--- config.mk ---
export PLATFORM = sky130hd
export DESIGN_NAME = puf_readout_ctrl
export DESIGN_NICKNAME = d
export VERILOG_FILES = /design/src/rtl/puf_pkg.sv /design/src/rtl/puf_word_serializer.sv /design/src/rtl/puf_readout_ctrl.sv
export SDC_FILE = /design/constraint.sdc
export NUM_CORES = 2
export LEC_CHECK = 0
export CAP_MARGIN = 20
export CELL_PAD_IN_SITES_DETAIL_PLACEMENT = 1
export CELL_PAD_IN_SITES_GLOBAL_PLACEMENT = 2
export CORE_UTILIZATION = 30
export DETAILED_ROUTE_END_ITERATION = 12
export HOLD_SLACK_MARGIN = 0.1
export PLACE_DENSITY = 0.74
export REMOVE_ABC_BUFFERS = 1
export SKIP_CTS_REPAIR_TIMING = 1
export SLEW_MARGIN = 40
export SYNTH_ARGS = -nofsm -noshare
export SYNTH_HDL_FRONTEND = slang
export SYNTH_SLANG_ARGS = --single-unit
--- constraint.sdc ---
create_clock -name clk -period 48.5 [get_ports clk]
set_input_delay 14.55 -clock clk [delete_from_list [all_inputs] [get_ports clk]]
set_output_delay 14.55 -clock clk [all_outputs]
set_load 0.005 [all_outputs]
--- src/rtl/puf_pkg.sv ---
// Shared definitions for the PUF readout controller: response geometry and FSM states.
package puf_pkg;

    localparam int PUF_W       = 1024;
    localparam int CHALLENGE_W = 2;
    localparam int CNT_W       = 8;

    typedef enum logic [2:0] {
        IDLE     = 3'd0,
        WARMUP   = 3'd1,
        CAPTURE1 = 3'd2,
        RECHECK  = 3'd3,
        CAPTURE2 = 3'd4,
        READOUT  = 3'd5,
        DONE     = 3'd6
    } puf_state_e;

endpackage

--- src/rtl/puf_word_serializer.sv ---
// Holds the captured 1024-bit response and presents it as WORD_W-bit words, LSW first.
module puf_word_serializer
    import puf_pkg::*;
#(
    parameter int WORD_W = 32
) (
    input  logic              clk,
    input  logic              rst_n,
    input  logic              load_i,
    input  logic [PUF_W-1:0]  resp_i,
    input  logic              handshake_i,
    output logic [WORD_W-1:0] word_o,
    output logic              last_o,
    output logic              differs_o
);

    localparam int NW    = PUF_W / WORD_W;
    localparam int IDX_W = (NW > 1) ? $clog2(NW) : 1;

    logic [NW-1:0][WORD_W-1:0] buf_q;
    logic [IDX_W-1:0]          idx_q;
    logic [IDX_W-1:0]          idx_d;

    // Response storage carries no reset; it is only visible through out_data during READOUT.
    always_ff @(posedge clk) begin
        if (load_i) begin
            buf_q <= resp_i;
        end
    end

    always_ff @(posedge clk) begin
        if (!rst_n) begin
            idx_q <= '0;
        end else begin
            idx_q <= idx_d;
        end
    end

    always_comb begin
        idx_d = idx_q;
        if (load_i) begin
            idx_d = '0;
        end else if (handshake_i && !last_o) begin
            idx_d = idx_q + 1'b1;
        end
    end

    assign last_o    = (idx_q == IDX_W'(NW - 1));
    assign word_o    = buf_q[idx_q];
    assign differs_o = (resp_i != buf_q);

endmodule

--- src/rtl/puf_readout_ctrl.sv ---
// PUF evaluation sequencer: warm-up, double capture with stability check, then word readout.
//
// state    | meaning
// IDLE     | waiting for start; latches challenge and clears unstable on acceptance
// WARMUP   | generator enabled for WARMUP_CYCLES before the first capture
// CAPTURE1 | response registered into the buffer
// RECHECK  | generator kept enabled for RECHECK_CYCLES
// CAPTURE2 | response compared against the buffer; mismatch sets unstable
// READOUT  | buffer streamed out word by word under valid/ready
// DONE     | one-cycle done pulse, then back to IDLE
module puf_readout_ctrl
    import puf_pkg::*;
#(
    parameter int WARMUP_CYCLES  = 16,
    parameter int RECHECK_CYCLES = 8,
    parameter int WORD_W         = 32
) (
    input  logic                   clk,
    input  logic                   rst_n,
    input  logic                   start,
    input  logic [CHALLENGE_W-1:0] challenge,
    output logic                   busy,
    output logic                   puf_enable,
    output logic [CHALLENGE_W-1:0] puf_control,
    input  logic [PUF_W-1:0]       puf_response,
    output logic [WORD_W-1:0]      out_data,
    output logic                   out_valid,
    input  logic                   out_ready,
    output logic                   out_last,
    output logic                   unstable,
    output logic                   done
);

    if (WARMUP_CYCLES < 1 || WARMUP_CYCLES > 255) begin : g_bad_warmup
        $error("WARMUP_CYCLES must be in 1..255");
    end
    if (RECHECK_CYCLES < 1 || RECHECK_CYCLES > 255) begin : g_bad_recheck
        $error("RECHECK_CYCLES must be in 1..255");
    end
    if (PUF_W % WORD_W != 0) begin : g_bad_word
        $error("WORD_W must divide 1024");
    end

    puf_state_e             state_q, state_d;
    logic [CNT_W-1:0]       cnt_q, cnt_d;
    logic [CHALLENGE_W-1:0] chal_q, chal_d;
    logic                   unstable_q, unstable_d;
    logic                   load;
    logic                   handshake;
    logic                   ser_last;
    logic                   ser_differs;
    logic [WORD_W-1:0]      ser_word;

    always_ff @(posedge clk) begin
        if (!rst_n) begin
            state_q    <= IDLE;
            cnt_q      <= '0;
            chal_q     <= '0;
            unstable_q <= 1'b0;
        end else begin
            state_q    <= state_d;
            cnt_q      <= cnt_d;
            chal_q     <= chal_d;
            unstable_q <= unstable_d;
        end
    end

    // Timed states load count-1 on entry and leave when the down-counter reaches zero.
    always_comb begin
        state_d    = state_q;
        cnt_d      = cnt_q;
        chal_d     = chal_q;
        unstable_d = unstable_q;
        load       = 1'b0;
        case (state_q)
            IDLE: begin
                if (start) begin
                    chal_d     = challenge;
                    unstable_d = 1'b0;
                    cnt_d      = CNT_W'(WARMUP_CYCLES - 1);
                    state_d    = WARMUP;
                end
            end
            WARMUP: begin
                if (cnt_q == '0) begin
                    state_d = CAPTURE1;
                end else begin
                    cnt_d = cnt_q - 1'b1;
                end
            end
            CAPTURE1: begin
                load    = 1'b1;
                cnt_d   = CNT_W'(RECHECK_CYCLES - 1);
                state_d = RECHECK;
            end
            RECHECK: begin
                if (cnt_q == '0) begin
                    state_d = CAPTURE2;
                end else begin
                    cnt_d = cnt_q - 1'b1;
                end
            end
            CAPTURE2: begin
                if (ser_differs) begin
                    unstable_d = 1'b1;
                end
                cnt_d   = '0;
                state_d = READOUT;
            end
            READOUT: begin
                if (out_ready && ser_last) begin
                    state_d = DONE;
                end
            end
            DONE: begin
                state_d = IDLE;
            end
            default: begin
                state_d = IDLE;
            end
        endcase
    end

    assign handshake = (state_q == READOUT) && out_ready;

    puf_word_serializer #(
        .WORD_W (WORD_W)
    ) u_ser (
        .clk         (clk),
        .rst_n       (rst_n),
        .load_i      (load),
        .resp_i      (puf_response),
        .handshake_i (handshake),
        .word_o      (ser_word),
        .last_o      (ser_last),
        .differs_o   (ser_differs)
    );

    assign busy        = (state_q != IDLE);
    assign puf_enable  = (state_q == WARMUP) || (state_q == CAPTURE1) ||
                         (state_q == RECHECK) || (state_q == CAPTURE2);
    assign puf_control = chal_q;
    assign out_valid   = (state_q == READOUT);
    assign out_last    = (state_q == READOUT) && ser_last;
    assign out_data    = (state_q == READOUT) ? ser_word : '0;
    assign done        = (state_q == DONE);
    assign unstable    = unstable_q;

endmodule

==> results.txt <==
----------------------------------------------------
[Critical path]
  Element type at the critical path start ... register
  Family with the most delay on the worst path ... buffers and inverters
  WP data arrival ... 5.23 ns
  Library cell appearing most often on the critical path ... mux4_2
  Startpoint of the lowest-slack register-to-register path ... state_q[2]
  Worst path cell trace ... buf_12 -> buf_6 -> buf_4 -> mux4_2 -> mux4_2 -> mux2i_1 -> nor2_1 -> clkdlybuf4s50_1
  R2R setup slack ... 44.06 ns
  Critical path data required time ... 33.95 ns
  Depth of the most critical reg-to-reg path ... 6
  Crit-path max cell delay ... 0.71 ns
  Worst setup path class ... register to primary output
  Kind of end point of the critical path ... primary output
  Maximum fanout along the worst path ... 56
  Slowest-stage cell, CP ... buf_4
  Buffers & Inverters on Critical Path ... 4
  Endpoint of the most critical register-to-register path ... u_ser.buf_q[560]

[Global route]
  Most Crowded Layer GR ... met2
  Global routing met3 resource utilization ... 0.0798
  Global route total overflow ... 0
  All-layer global routing usage ... 0.357
  Initial antenna violation count ... 198
  Vias in the first global route ... 36,000
  Fraction of met1 tracks used by global routing ... 0.450
  Largest net degree at the start of global routing ... 150
  Met2 layer usage reported by global route ... 0.576
  Global-route wire length before repair ... 385,000 um

[Timing]
  Relative slew slack ... 0.349
  Period utilisation layout ... 0.408
  Max frequency ... 0.0506 GHz
  Crit path time final ... 19.78 ns
  Hold Vio Cnt, Final ... 0
  Unrepaired setup endpoints after global routing ... false
  Summed negative setup slack over all endpoints ... 0 ns
  Count of final setup violators ... 0
  Worst Max-Slew Pin Slew ... 0.969 ns
  Final number of max-transition violations ... 0
  Max Clock Skew ... 0.0337 ns

[Routing]
  Via Count ... 37,242
  Via-to-Cell Ratio ... 5.71
  Antenna Violating Nets Remaining ... 0
  Routed length per instance ... 47.8 um
  DRC Markers ... 0
  Final routed wirelength across all metal layers ... 312,000 um
  Router iterations before antenna repair ... 5
  Number of DRC markers in iteration 0 ... 5,909

[Final layout]
  Final layout net count ... 5,151
  Area growth from synthesis to final layout ... 35.5%
  Final cell count without fillers ... 6,526
  Final Instance Area ... 68,900 um^2
  Share of final-layout standard cells stronger than drive strength 1 ... 0.142

[Yosys]
  Number of register bits inferred by synthesis ... 1,043
  Gate count after technology mapping ... 2,968
  Unique cell type count in the Yosys netlist ... 33
  Share of synthesized registers carrying an async set or reset ... 0
  Commonest cells in the synthesized netlist ... edfxtp_1, xnor2_1, xor2_1, mux4_2
  Largest cells by area after synthesis ... edfxtp_1, mux4_2, xnor2_1
  Number of enable-type register cells in the synthesized netlist ... 1,024
  Count of warnings emitted by yosys ... 0
  Post-synthesis sequential area ratio ... 0.612
  Post-Synthesis Cell Area ... 50,900 um^2
  Mean cell area of the mapped netlist ... 17.1 um^2
  Leading area contributor after synthesis ... edfxtp_1
  Most numerous cell in the Yosys netlist ... edfxtp_1
  Post-synth top flop ... edfxtp_1
  Area share of the largest cell type after synthesis ... 0.604

[CTS]
  Number of H-tree levels ... 3
  Root Driver ... clkbuf_16
  Clock Latency Late Sink ... 0.78 ns
  CTS clk-pin slew, worst paths ... 0.06 ns
  CTS tree ... done
  Maximum buffer depth of the clock tree ... 3
  Inserted Clock Buffers ... 121
  Number of sinks on the clock net ... 1,043

[Placed design]
  Placed instance area ... 64,700 um^2
  Total of buffers placed on input and output ports ... 1,069
  Post-detailed-placement half-perimeter wirelength ... 263,000 um
  Number of instances in the placed design ... 6,196
  Final Wtd Congestion ... 0.950

[Floorplan]
  Core outline area ... 168,000 um^2
  Effective utilization at floorplan ... 0.303
  Die height ... 414 um
  Die outline area ... 171,000 um^2
  FP Rows ... 150
  IO Count ... 1,070
  Die boundary width ... 414 um

[Hold path]
  Worst Hold Endpoint ... puf_control[0]
  Depth of the worst hold-timing path ... 2
  Worst hold start ... puf_control[0]
  Classification of the worst-slack hold path ... register to register

[Job]
  Max-cap violation count ... 0

[Power]
  Tot Pwr ... 2.47 mW
  Maximum VDD drop ... 0.0000302 V
  Leakage ... 21.2 nW
  Power per standard cell area ... 35.8 nW/um^2

[Status]
  Result of the run ... complete, no violations

----------------------------------------------------
==> cell usage in the layout, fill, tap and decap left out, drive strengths merged, types with 8 or more instances in the layout <==
cell type	instances
clkbuf	146
nor4	171
dfxtp	19
diode	98
mux2i	39
clkdlybuf4s50	1069
xor2	516
xnor2	516
nand2	10
edfxtp	1024
nand4	171
bufinv	10
nor2	49
buf	43
inv	8
clkinv	64
mux4	320
==> metal layers <==
metal,part of all wire,vias up
li1,-,14159
met3,0.094,557
met5,0.0019,-
met1,0.38,19968
met4,0.053,92
met2,0.48,2466
==> worst max path at each step <==
stage	start	to	slack, ns	depth (start not counted)
2_1_floorplan	u_ser.idx_q[0]	out_data[0]	22.11	4
3_3_place_gp	u_ser.idx_q[1]	out_data[26]	29.10	7
3_5_place_dp	u_ser.idx_q[1]	out_data[26]	29.44	8
4_1_cts	u_ser.idx_q[1]	out_data[26]	28.55	8
5_1_grt	u_ser.idx_q[1]	out_data[26]	28.60	8
6_report	u_ser.idx_q[1]	out_data[26]	28.72	8
==> worst register-to-register path, stage by stage (launching register included) <==
cell and delay [ns]:
dfxtp_1 0.39, nor2_1 0.17, and2_4 0.64, buf_6 0.63, buf_4 0.72, buf_6 0.68
buf_6 0.74
==> state kept, by name (all words and copies together), names as in the netlist <==
| signal | count |
|---|---|
| state_q | 3 |
| u_ser.buf_q | 1024 |
| unstable | 1 |
| u_ser.idx_q | 5 |
| puf_control | 2 |
| cnt_q | 8 |
==> power by group <==
group / internal, mW / leakage [nW] / total (mW) / switching, mW
clock network: 0.517 / 1.90 / 0.934 / 0.417
registers: 1.08 / 9.48 / 1.16 / 0.0821
logic: 0.161 / 9.82 / 0.373 / 0.211
total: 1.76 / 21.2 / 2.47 / 0.710
==> through the flow <==
step / util / hold WS, ns / worst slack (ns)
6_report: 0.411 / 0.532 / 28.72
5_1_grt: 0.410 / 0.555 / 28.60
3_3_place_gp: 0.383 / 0.502 / 29.10
4_1_cts: 0.409 / 0.530 / 28.55
3_5_place_dp: 0.386 / 0.511 / 29.44
2_1_floorplan: - / 0.466 / 22.11
==> cell type report <==
| class | count | area [um^2] |
|---|---|---|
| Antenna cell | 98 | 245 |
| Clock buffer | 146 | 3160 |
| Clock inverter | 83 | 733 |
| Fill cell | 16817 | 98800 |
| Inverter | 5 | 18.8 |
| Multi-Input combinational cell | 1835 | 19700 |
| Sequential cell | 1043 | 31100 |
| Tap cell | 2204 | 2760 |
| Timing Repair Buffer | 1112 | 11200 |
==> cell families after synthesis <==
group,Yosys count,share of synthesized area
xor+xnor,1032,0.178
fa+ha+maj,3,0.000738
compound gates,16,0.00192
simple gates,425,0.0493
flops,1043,0.612
buf+inv,90,0.00915
mux,359,0.149
No activity file was read; power rests on OpenSTA's default activity.
